### src/rtl/uart_cmd_parser.sv
// uart_cmd_parser
//   Parses ASCII commands from a UART RX FIFO and drives a simple memory bus.
//     R<ADDR_W/4 hex digits>  read memory, reply with DATA_W/4 uppercase hex chars
//     W<DATA_W/4 hex digits>  write memory at the address of the last R command
//   CR, LF and space between commands are ignored; any other byte is an error.
//
// Ports
//   clk, rst            system clock, asynchronous active-low reset
//   enable              allows a new command to start (a command in flight completes)
//   rx_empty, r_data    show-ahead RX FIFO; r_data valid while rx_empty=0
//   rd_uart             pops the byte presented on r_data
//   tx_full, w_data     TX FIFO status and push data
//   wr_uart             pushes w_data
//   mem_addr            address, driven from the addr register at all times
//   mem_re, mem_we      read / write strobes; read data valid the cycle after mem_re
//   mem_wdata, mem_rdata write / read data
//   busy                high whenever the parser is not idle
//   cmd_err             one-cycle pulse when an illegal byte is consumed
module uart_cmd_parser #(
    parameter int ADDR_W = 16,
    parameter int DATA_W = 32
) (
    input  logic              clk,
    input  logic              rst,
    input  logic              enable,
    input  logic              rx_empty,
    input  logic [7:0]        r_data,
    output logic              rd_uart,
    input  logic              tx_full,
    output logic [7:0]        w_data,
    output logic              wr_uart,
    output logic [ADDR_W-1:0] mem_addr,
    output logic              mem_re,
    output logic              mem_we,
    output logic [DATA_W-1:0] mem_wdata,
    input  logic [DATA_W-1:0] mem_rdata,
    output logic              busy,
    output logic              cmd_err
);

    localparam logic [2:0] IDLE     = 3'd0;
    localparam logic [2:0] GET_ADDR = 3'd1;
    localparam logic [2:0] MEM_RD   = 3'd2;
    localparam logic [2:0] MEM_WAIT = 3'd3;
    localparam logic [2:0] SEND     = 3'd4;
    localparam logic [2:0] GET_DATA = 3'd5;
    localparam logic [2:0] MEM_WR   = 3'd6;

    localparam int ADDR_DIGITS = ADDR_W / 4;
    localparam int DATA_DIGITS = DATA_W / 4;
    localparam int MAX_DIGITS  = (ADDR_DIGITS > DATA_DIGITS) ? ADDR_DIGITS : DATA_DIGITS;
    localparam int CNT_W       = (MAX_DIGITS > 1) ? $clog2(MAX_DIGITS) : 1;

    localparam logic [CNT_W-1:0] ADDR_LAST = CNT_W'(ADDR_DIGITS - 1);
    localparam logic [CNT_W-1:0] DATA_LAST = CNT_W'(DATA_DIGITS - 1);

    localparam logic [7:0] CH_R  = 8'h52;  // 'R'
    localparam logic [7:0] CH_W  = 8'h57;  // 'W'
    localparam logic [7:0] CH_CR = 8'h0D;
    localparam logic [7:0] CH_LF = 8'h0A;
    localparam logic [7:0] CH_SP = 8'h20;

    logic [2:0]        state;
    logic [ADDR_W-1:0] addr;      // committed address, only updated by a complete R
    logic [ADDR_W-1:0] addr_sh;   // digits of an R in progress
    logic [DATA_W-1:0] wdata;
    logic [DATA_W-1:0] data_sh;   // read data being serialised in SEND
    logic [CNT_W-1:0]  cnt;

    logic              consume;
    logic              pop;
    logic              is_hex;
    logic [3:0]        nib;
    logic              byte_err;

    function automatic logic [7:0] to_ascii(input logic [3:0] n);
        return (n < 4'd10) ? {4'h3, n} : (8'h37 + {4'h0, n});
    endfunction

    // NOTE: every variable assigned in always_comb gets a default first, so no
    // path through the block can leave it unassigned and infer a latch.
    always_comb begin
        is_hex = 1'b1;
        nib    = 4'h0;
        if (r_data >= 8'h30 && r_data <= 8'h39) begin
            nib = r_data[3:0];
        end else if ((r_data >= 8'h41 && r_data <= 8'h46) ||
                     (r_data >= 8'h61 && r_data <= 8'h66)) begin
            nib = r_data[3:0] + 4'd9;
        end else begin
            is_hex = 1'b0;
        end
    end

    always_comb begin
        byte_err = 1'b0;
        case (state)
            IDLE:               byte_err = !(r_data == CH_R || r_data == CH_W ||
                                             r_data == CH_CR || r_data == CH_LF ||
                                             r_data == CH_SP);
            GET_ADDR, GET_DATA: byte_err = !is_hex;
            default:            byte_err = 1'b0;
        endcase
    end

    assign consume = (state == IDLE && enable) || state == GET_ADDR || state == GET_DATA;
    // rst gates the pop so the FIFO keeps its bytes while the parser is held in reset.
    assign pop     = rst && consume && !rx_empty;

    assign rd_uart   = pop;
    assign cmd_err   = pop && byte_err;
    assign wr_uart   = (state == SEND) && !tx_full;
    assign w_data    = (state == SEND) ? to_ascii(data_sh[DATA_W-1 -: 4]) : 8'h00;
    assign mem_re    = (state == MEM_RD);
    assign mem_we    = (state == MEM_WR);
    assign mem_addr  = addr;
    assign mem_wdata = wdata;
    assign busy      = (state != IDLE);

    // NOTE: sequential state uses non-blocking assignments so every register
    // samples pre-edge values, independent of statement order.
    always_ff @(posedge clk or negedge rst) begin
        if (!rst) begin
            state   <= IDLE;
            addr    <= '0;
            addr_sh <= '0;
            wdata   <= '0;
            data_sh <= '0;
            cnt     <= '0;
        end else begin
            case (state)
                IDLE: begin
                    cnt <= '0;
                    if (pop) begin
                        if (r_data == CH_R)      state <= GET_ADDR;
                        else if (r_data == CH_W) state <= GET_DATA;
                    end
                end
                GET_ADDR: begin
                    if (pop) begin
                        if (!is_hex) begin
                            state <= IDLE;
                            cnt   <= '0;
                        end else if (cnt == ADDR_LAST) begin
                            addr  <= (addr_sh << 4) | ADDR_W'(nib);
                            cnt   <= '0;
                            state <= MEM_RD;
                        end else begin
                            addr_sh <= (addr_sh << 4) | ADDR_W'(nib);
                            cnt     <= cnt + 1'b1;
                        end
                    end
                end
                GET_DATA: begin
                    if (pop) begin
                        if (!is_hex) begin
                            state <= IDLE;
                            cnt   <= '0;
                        end else begin
                            wdata <= (wdata << 4) | DATA_W'(nib);
                            if (cnt == DATA_LAST) begin
                                cnt   <= '0;
                                state <= MEM_WR;
                            end else begin
                                cnt <= cnt + 1'b1;
                            end
                        end
                    end
                end
                MEM_RD:   state <= MEM_WAIT;
                MEM_WAIT: begin
                    data_sh <= mem_rdata;
                    cnt     <= '0;
                    state   <= SEND;
                end
                SEND: begin
                    // Shift only on an accepted push so w_data holds through a stall.
                    if (!tx_full) begin
                        data_sh <= data_sh << 4;
                        if (cnt == DATA_LAST) begin
                            cnt   <= '0;
                            state <= IDLE;
                        end else begin
                            cnt <= cnt + 1'b1;
                        end
                    end
                end
                MEM_WR:   state <= IDLE;
                default:  state <= IDLE;
            endcase
        end
    end

endmodule

### config.mk
export PLATFORM = sky130hd
export DESIGN_NAME = uart_cmd_parser
export DESIGN_NICKNAME = d
export VERILOG_FILES = /design/src/rtl/uart_cmd_parser.sv
export SDC_FILE = /design/constraint.sdc
export NUM_CORES = 1
export LEC_CHECK = 0
export CAP_MARGIN = 30
export CORE_MARGIN = 10
export CORE_UTILIZATION = 50
export CTS_BUF_LIST = sky130_fd_sc_hd__clkbuf_4 sky130_fd_sc_hd__clkbuf_8 sky130_fd_sc_hd__clkbuf_16
export DETAILED_ROUTE_END_ITERATION = 8
export GPL_TIMING_DRIVEN = 0
export PLACE_DENSITY = 0.8
export SLEW_MARGIN = 20
export SYNTH_ARGS = -nofsm -noshare
export SYNTH_HDL_FRONTEND = slang
export SYNTH_SLANG_ARGS = --single-unit
### constraint.sdc
create_clock -name clk -period 2.8 [get_ports clk]
set_input_delay 0.56 -clock clk [delete_from_list [all_inputs] [get_ports clk]]
set_output_delay 0.56 -clock clk [all_outputs]
set_load 0.01 [all_outputs]
* Word-level counts from Yosys, hierarchy flattened
Cells that the tools add are included.
Widths: inputs -> output; s select.
** Word-level totals
- Output and inout port bits :: 62
- Flip-flop bits (word level) :: 98
- Word-level logic and storage cells :: 100
- Bits of input ports :: 45
** Operators by class
- Order comparisons :: 7
- Equal/unequal tests :: 21
- Bitwise gates (word level) :: 3
- $add $sub $neg :: 3
- Mux-type cells :: 29
- Reduce and logical (&&, ||, !) cells :: 31
** Operators by type and width (number)
- $pmux 32 s2 :: 1
- $mux 3 :: 18
- $mux 32 :: 1
- $or 32x4->32 :: 1
- $pmux 3 s6 :: 1
- $eq 8x4->1 const B :: 2
- $eq 8x7->1 const B :: 2
- $ge 8x7->1 const B :: 2
- $le 8x7->1 const B :: 2
- $or 16x4->16 :: 1
- $mux 7 :: 2
- $eq 3x3->1 const B :: 4
- $pmux 3 s4 :: 1
- $reduce_and 4->1 :: 3
- $eq 3x2->1 const B :: 3
- $eq 8x6->1 const B :: 1
- $ge 8x6->1 const B :: 1
- $le 8x6->1 const B :: 1
- $logic_and 1x1->1 :: 8
- $mux 4 :: 2
- $ne 2x2->1 const B :: 4
- $reduce_and 8->1 :: 1
- $add 6x4->7 const A :: 1
- $logic_or 1x1->1 :: 7
- 18 further kinds :: 24

* Longest topological paths before layout
- Depth after elaboration :: 8
- Depth in mapped cells :: 9
- Gate-level depth less buffers :: 7

* Least setup slack after synthesis
OpenSTA, ideal clock, no wires.
- Kind :: input -> output
- From :: in r_data[0]
- To :: out cmd_err
- Buffers on the path :: 1
- Data required time :: 2.240 ns
- Path slack :: 0.218 ns
- Stages on the path :: 8
- Data arrival time :: 2.022 ns
- Path through :: inv_1 ha_1 o21bai_4 a2111oi_4 buf_6 nor2_1 a22oi_1 nor3_1
** On the way
- Longest elaborated chain between the ends :: 8
- Elaborated cells between the ends (all ways) :: 25
- Those cells by class :: 6 x order compare; 5 x eq/ne; 3 x mux; 11 x reduce/logical
** Ends and longest elaborated chain
- start, declared :: line 27 : input logic [7:0] r_data,
- $ge 8x7->1, or another cell as far along :: line 87 : end else if ((r_data >= 8'h41 && r_data <= 8'h46) ||
- $logic_and 1x1->1, or another cell as far along :: line 87
- $logic_or 1x1->1 (on tied branches) :: line 87, 98
- $mux 1 / $logic_or 1x1->1 (equally long branches) :: line 87, 99
- $mux 1 / $logic_or 1x1->1 (equally long branches) :: line 85, 99
- $logic_not 1->1 (on tied branches)
- $pmux 1 s2 * :: line 97 : case (state)
- $logic_and 1x1->1 * :: line 111 : assign cmd_err = pop && byte_err;
- end, declared :: line 38 : output logic cmd_err
Every way passes the cells marked *; elsewhere a longest branch is shown, timed or not.

* Worst setup path after layout
- From :: in r_data[1]
- To :: out cmd_err
The elaborated chain is that of the path after synthesis.

==> run_results.csv <==
group,metric,value,unit
cts,clock_sinks,98,
synthesis,synth-edff-count,0,
outcome,outcome,"finished, final reports clean",
cts,root_buffer,"clkbuf_8",
floorplan,fp.dieH,117,um
timing,post-route-min-period,2.73,ns
cells_and_area,antenna_cells,0,
cts,clk_pin_slew,0.10,ns
synthesis,ys.flop_type,"dfrtp_1",
floorplan,start_util,0.513,
global_routing,antenna_found_initial,1,
power_and_ir_drop,switching_share,0.336,
timing,finalCritPeriodShare,0.974,
route,drt_iter0_markers,157,
critical_path,worst_setup_path_start_kind,"input port",
floorplan,rows,35,
global_routing,grt-ovfl-total,0,
floorplan,core_area,9240,um2
global_routing,grt_use_total,0.165,
cells_and_area,final-instance-count-excl-fill,668,
power_and_ir_drop,p_leak,0.00298,uW
route,wl_met3,599,um
timing,worstMarginPinSlew,0.696,ns
synthesis,ys_seq_elements,98,
synthesis,synth.distinct_cells,50,
route,wl_met1,5.08,mm
power_and_ir_drop,ir_worst_vdd,363,uV
timing,relSlewSlack,0.536,
power_and_ir_drop,share_comb_of_total_power,0.330,
placed_design,placed_cells,638,
floorplan,io_pins,107,
timing,drv_slew,0,
cts,htree_levels,3,
power_and_ir_drop,powerDensity,657,nW/um2
cts,cts_made_buffers,9,
timing,hold_violations,0,
cells_and_area,final_nets,588,
route,met2_length,5.67,mm
cts,cts_hold_buffers,0,
synthesis,syn_inst,404,
power_and_ir_drop,p_int,2810,uW
route,top_layer,"met5",
placed_design,dp_hpwl,8.51,mm
route,firstDrtPassIters,4,
cells_and_area,fillers,687,
power_and_ir_drop,pwr-share-clk,0.246,
timing,whs,0.0410,ns
placed_design,routabilityCongestion,0.861,
timing,skew,0.0127,ns
power_and_ir_drop,p_seq_frac,0.424,
timing,tns,0,ns
cells_and_area,multi_input_area,2170,um2
critical_path,crit_arrival,2.17,ns
critical_path,worstPathRequired,2.24,ns
global_routing,grt_max_degree,49,
timing,setup_viol_count_final,0,
critical_path,r2r_end,"data_sh[14]",
floorplan,die_w,117,um
synthesis,synth_warnings,0,
synthesis,mappedNetlistNets,458,
route,postRouteAntennaNets,0,
route,wl_per_cell,17.1,um
cells_and_area,fin_util,0.697,
power_and_ir_drop,design_power_total,4230,uW
cells_and_area,regArea,2450,um2
critical_path,r2r-start,"state[0]",
synthesis,synth-seq-area-share,0.517,
critical_path,r2r_setup_slack,0.51,ns
route,vias,3532,
critical_path,critPathMaxFanout,6,
critical_path,critPathCaptureType,"primary output",
route,drt_wl_total,11.4,mm
route,route.detailed.drc,0,
global_routing,grt_pass1_wl,19.1,mm
cts,clockBufferDepth,2,
power_and_ir_drop,p_sw,1420,uW
route,viasPerCell,5.29,
cells_and_area,area_growth,35.8,%
critical_path,critical_path_class,"input port to primary output",
cells_and_area,drive_gt1_frac,0.230,
critical_path,rr_worst_depth,8,
cts,cts_tree,"done",
synthesis,synthArstFlopShare,1.00,
job,maxCapViolations,0,
synthesis,syn-cell-area,4740,um2
synthesis,synth_area_per_cell,11.7,um2
hold_path,min_path_type,"input port to async pin",
cts,clk_latency,0.36,ns
placed_design,numPortBuffers,104,
timing,fmax,367,MHz
floorplan,design.die.area,13800,um2
global_routing,grt_pass1_vias,3798,
timing,rsz0062_at_grt,"no",
## critical path, stage by stage
cell and delay (ns):
clkdlybuf4s15_2 0.23, inv_2 0.11, ha_4 0.17, o21bai_4 0.07, a2111oi_4 0.40, buf_6 0.16
nor2_4 0.05, a22oi_2 0.18, nor3_2 0.07, buf_2 0.16
## power by group through the flow
stage / Sequential (uW) / Combinational (uW) / Clock, uW
3_5_place_dp: 1820 / 1270 / 0
6_report: 1790 / 1390 / 1040
2_1_floorplan: 1780 / 850 / 0
3_3_place_gp: 1810 / 1220 / 0
5_1_grt: 1830 / 1560 / 1120
4_1_cts: 1790 / 1300 / 1070
## Yosys cell counts (2+ instances only)
cell type	count	area share
a211oi_1	2	0.0032
a21oi_1	8	0.0084
a22o_1	2	0.0037
a22oi_1	2	0.0032
a31oi_1	3	0.0040
and2_1	2	0.0026
and3_1	2	0.0026
buf_1	3	0.0024
buf_2	3	0.0032
buf_6	9	0.021
clkbuf_1	7	0.0055
dfrtp_1	98	0.52
ha_1	9	0.024
inv_1	14	0.011
mux2_2	37	0.088
mux2_4	12	0.038
mux2i_1	30	0.063
nand2_1	48	0.038
nand2b_1	2	0.0026
nand3_1	2	0.0021
nor2_1	16	0.013
nor2b_1	4	0.0053
nor3_1	4	0.0042
nor3b_1	2	0.0032
o2111ai_4	3	0.017
o211a_1	2	0.0042
o211ai_1	2	0.0032
o21ai_0	45	0.047
o22ai_1	5	0.0066
o31ai_1	2	0.0032
or3_1	2	0.0026
xnor2_1	4	0.0074
## placed cells by master (no fill, tap or decap), types with 8 or more instances in the layout
cell type	n
clkbuf_8	9
dfrtp_1	98
mux2_2	37
mux2_4	12
mux2i_1	30
nand2_1	47
buf_6	10
inv_1	12
nor2_1	15
clkdlybuf4s50_1	94
o21ai_0	45
buf_4	15
a21oi_1	8
## final cells by class
class,instances,area share
inverters,14,0.00855
multi-input cells,269,0.336
flip-flops and latches,98,0.381
plain buffers,22,0.0256
repair buffers,120,0.188
clock buffers,9,0.0192
clock inverters,7,0.0165
well taps,129,0.0251
## state kept, by name (all words and copies together) (netlist names)
register   count
mem_wdata     32
state          3
cnt            3
addr_sh       12
mem_addr      16
data_sh       32
## routing by layer
| metal | GRT usage | vias up |
|---|---|---|
| met5 | 0 | - |
| met4 | 0.0469 | 2 |
| met3 | 0.0432 | 10 |
| met2 | 0.274 | 100 |
| met1 | 0.206 | 1732 |
| li1 | - | 1688 |
## what timing repair did
| action | in CTS | in global routing |
|---|---|---|
| cloned | 1 | 0 |
| setup buffers | 5 | 9 |
| resized for setup | 34 | 10 |
| endpoints found under the setup margin | 8 | 5 |
| pin swaps | 3 | 2 |
## worst max path at each step
stage / from / end / slack [ns] / cells past startpoint
4_1_cts: r_data[0] / cmd_err / 0.004 / 10
5_1_grt: data_sh[29] / w_data[2] / 0.007 / 6
2_1_floorplan: r_data[0] / cmd_err / 0.22 / 8
3_3_place_gp: rst / cmd_err / -3.72 / 5
6_report: r_data[1] / cmd_err / 0.07 / 10
3_5_place_dp: r_data[1] / cmd_err / -1.09 / 10
## metrics by stage
stage	instance area [um2]	worst slack, ns
5_1_grt	6440	0.00734
3_5_place_dp	5980	-1.09
2_1_floorplan	4740	0.218
3_3_place_gp	5950	-3.72
4_1_cts	6360	0.00423
6_report	6440	0.0717
## logic make-up (layout without fill, tap and decap cells)
kind of cell,after synthesis,after routing,share of synthesized area
AO/OA/AOI/OAI,84,84,0.124
XOR/XNOR,4,4,0.00738
adder cells (fa/ha/maj),9,9,0.0237
buffers and inverters,37,172,0.0451
flip-flops,98,98,0.517
multiplexers,79,79,0.189
other,1,1,0.000790
AND/OR/NAND/NOR,92,92,0.0928
No activity file was read; power rests on OpenSTA's default activity.
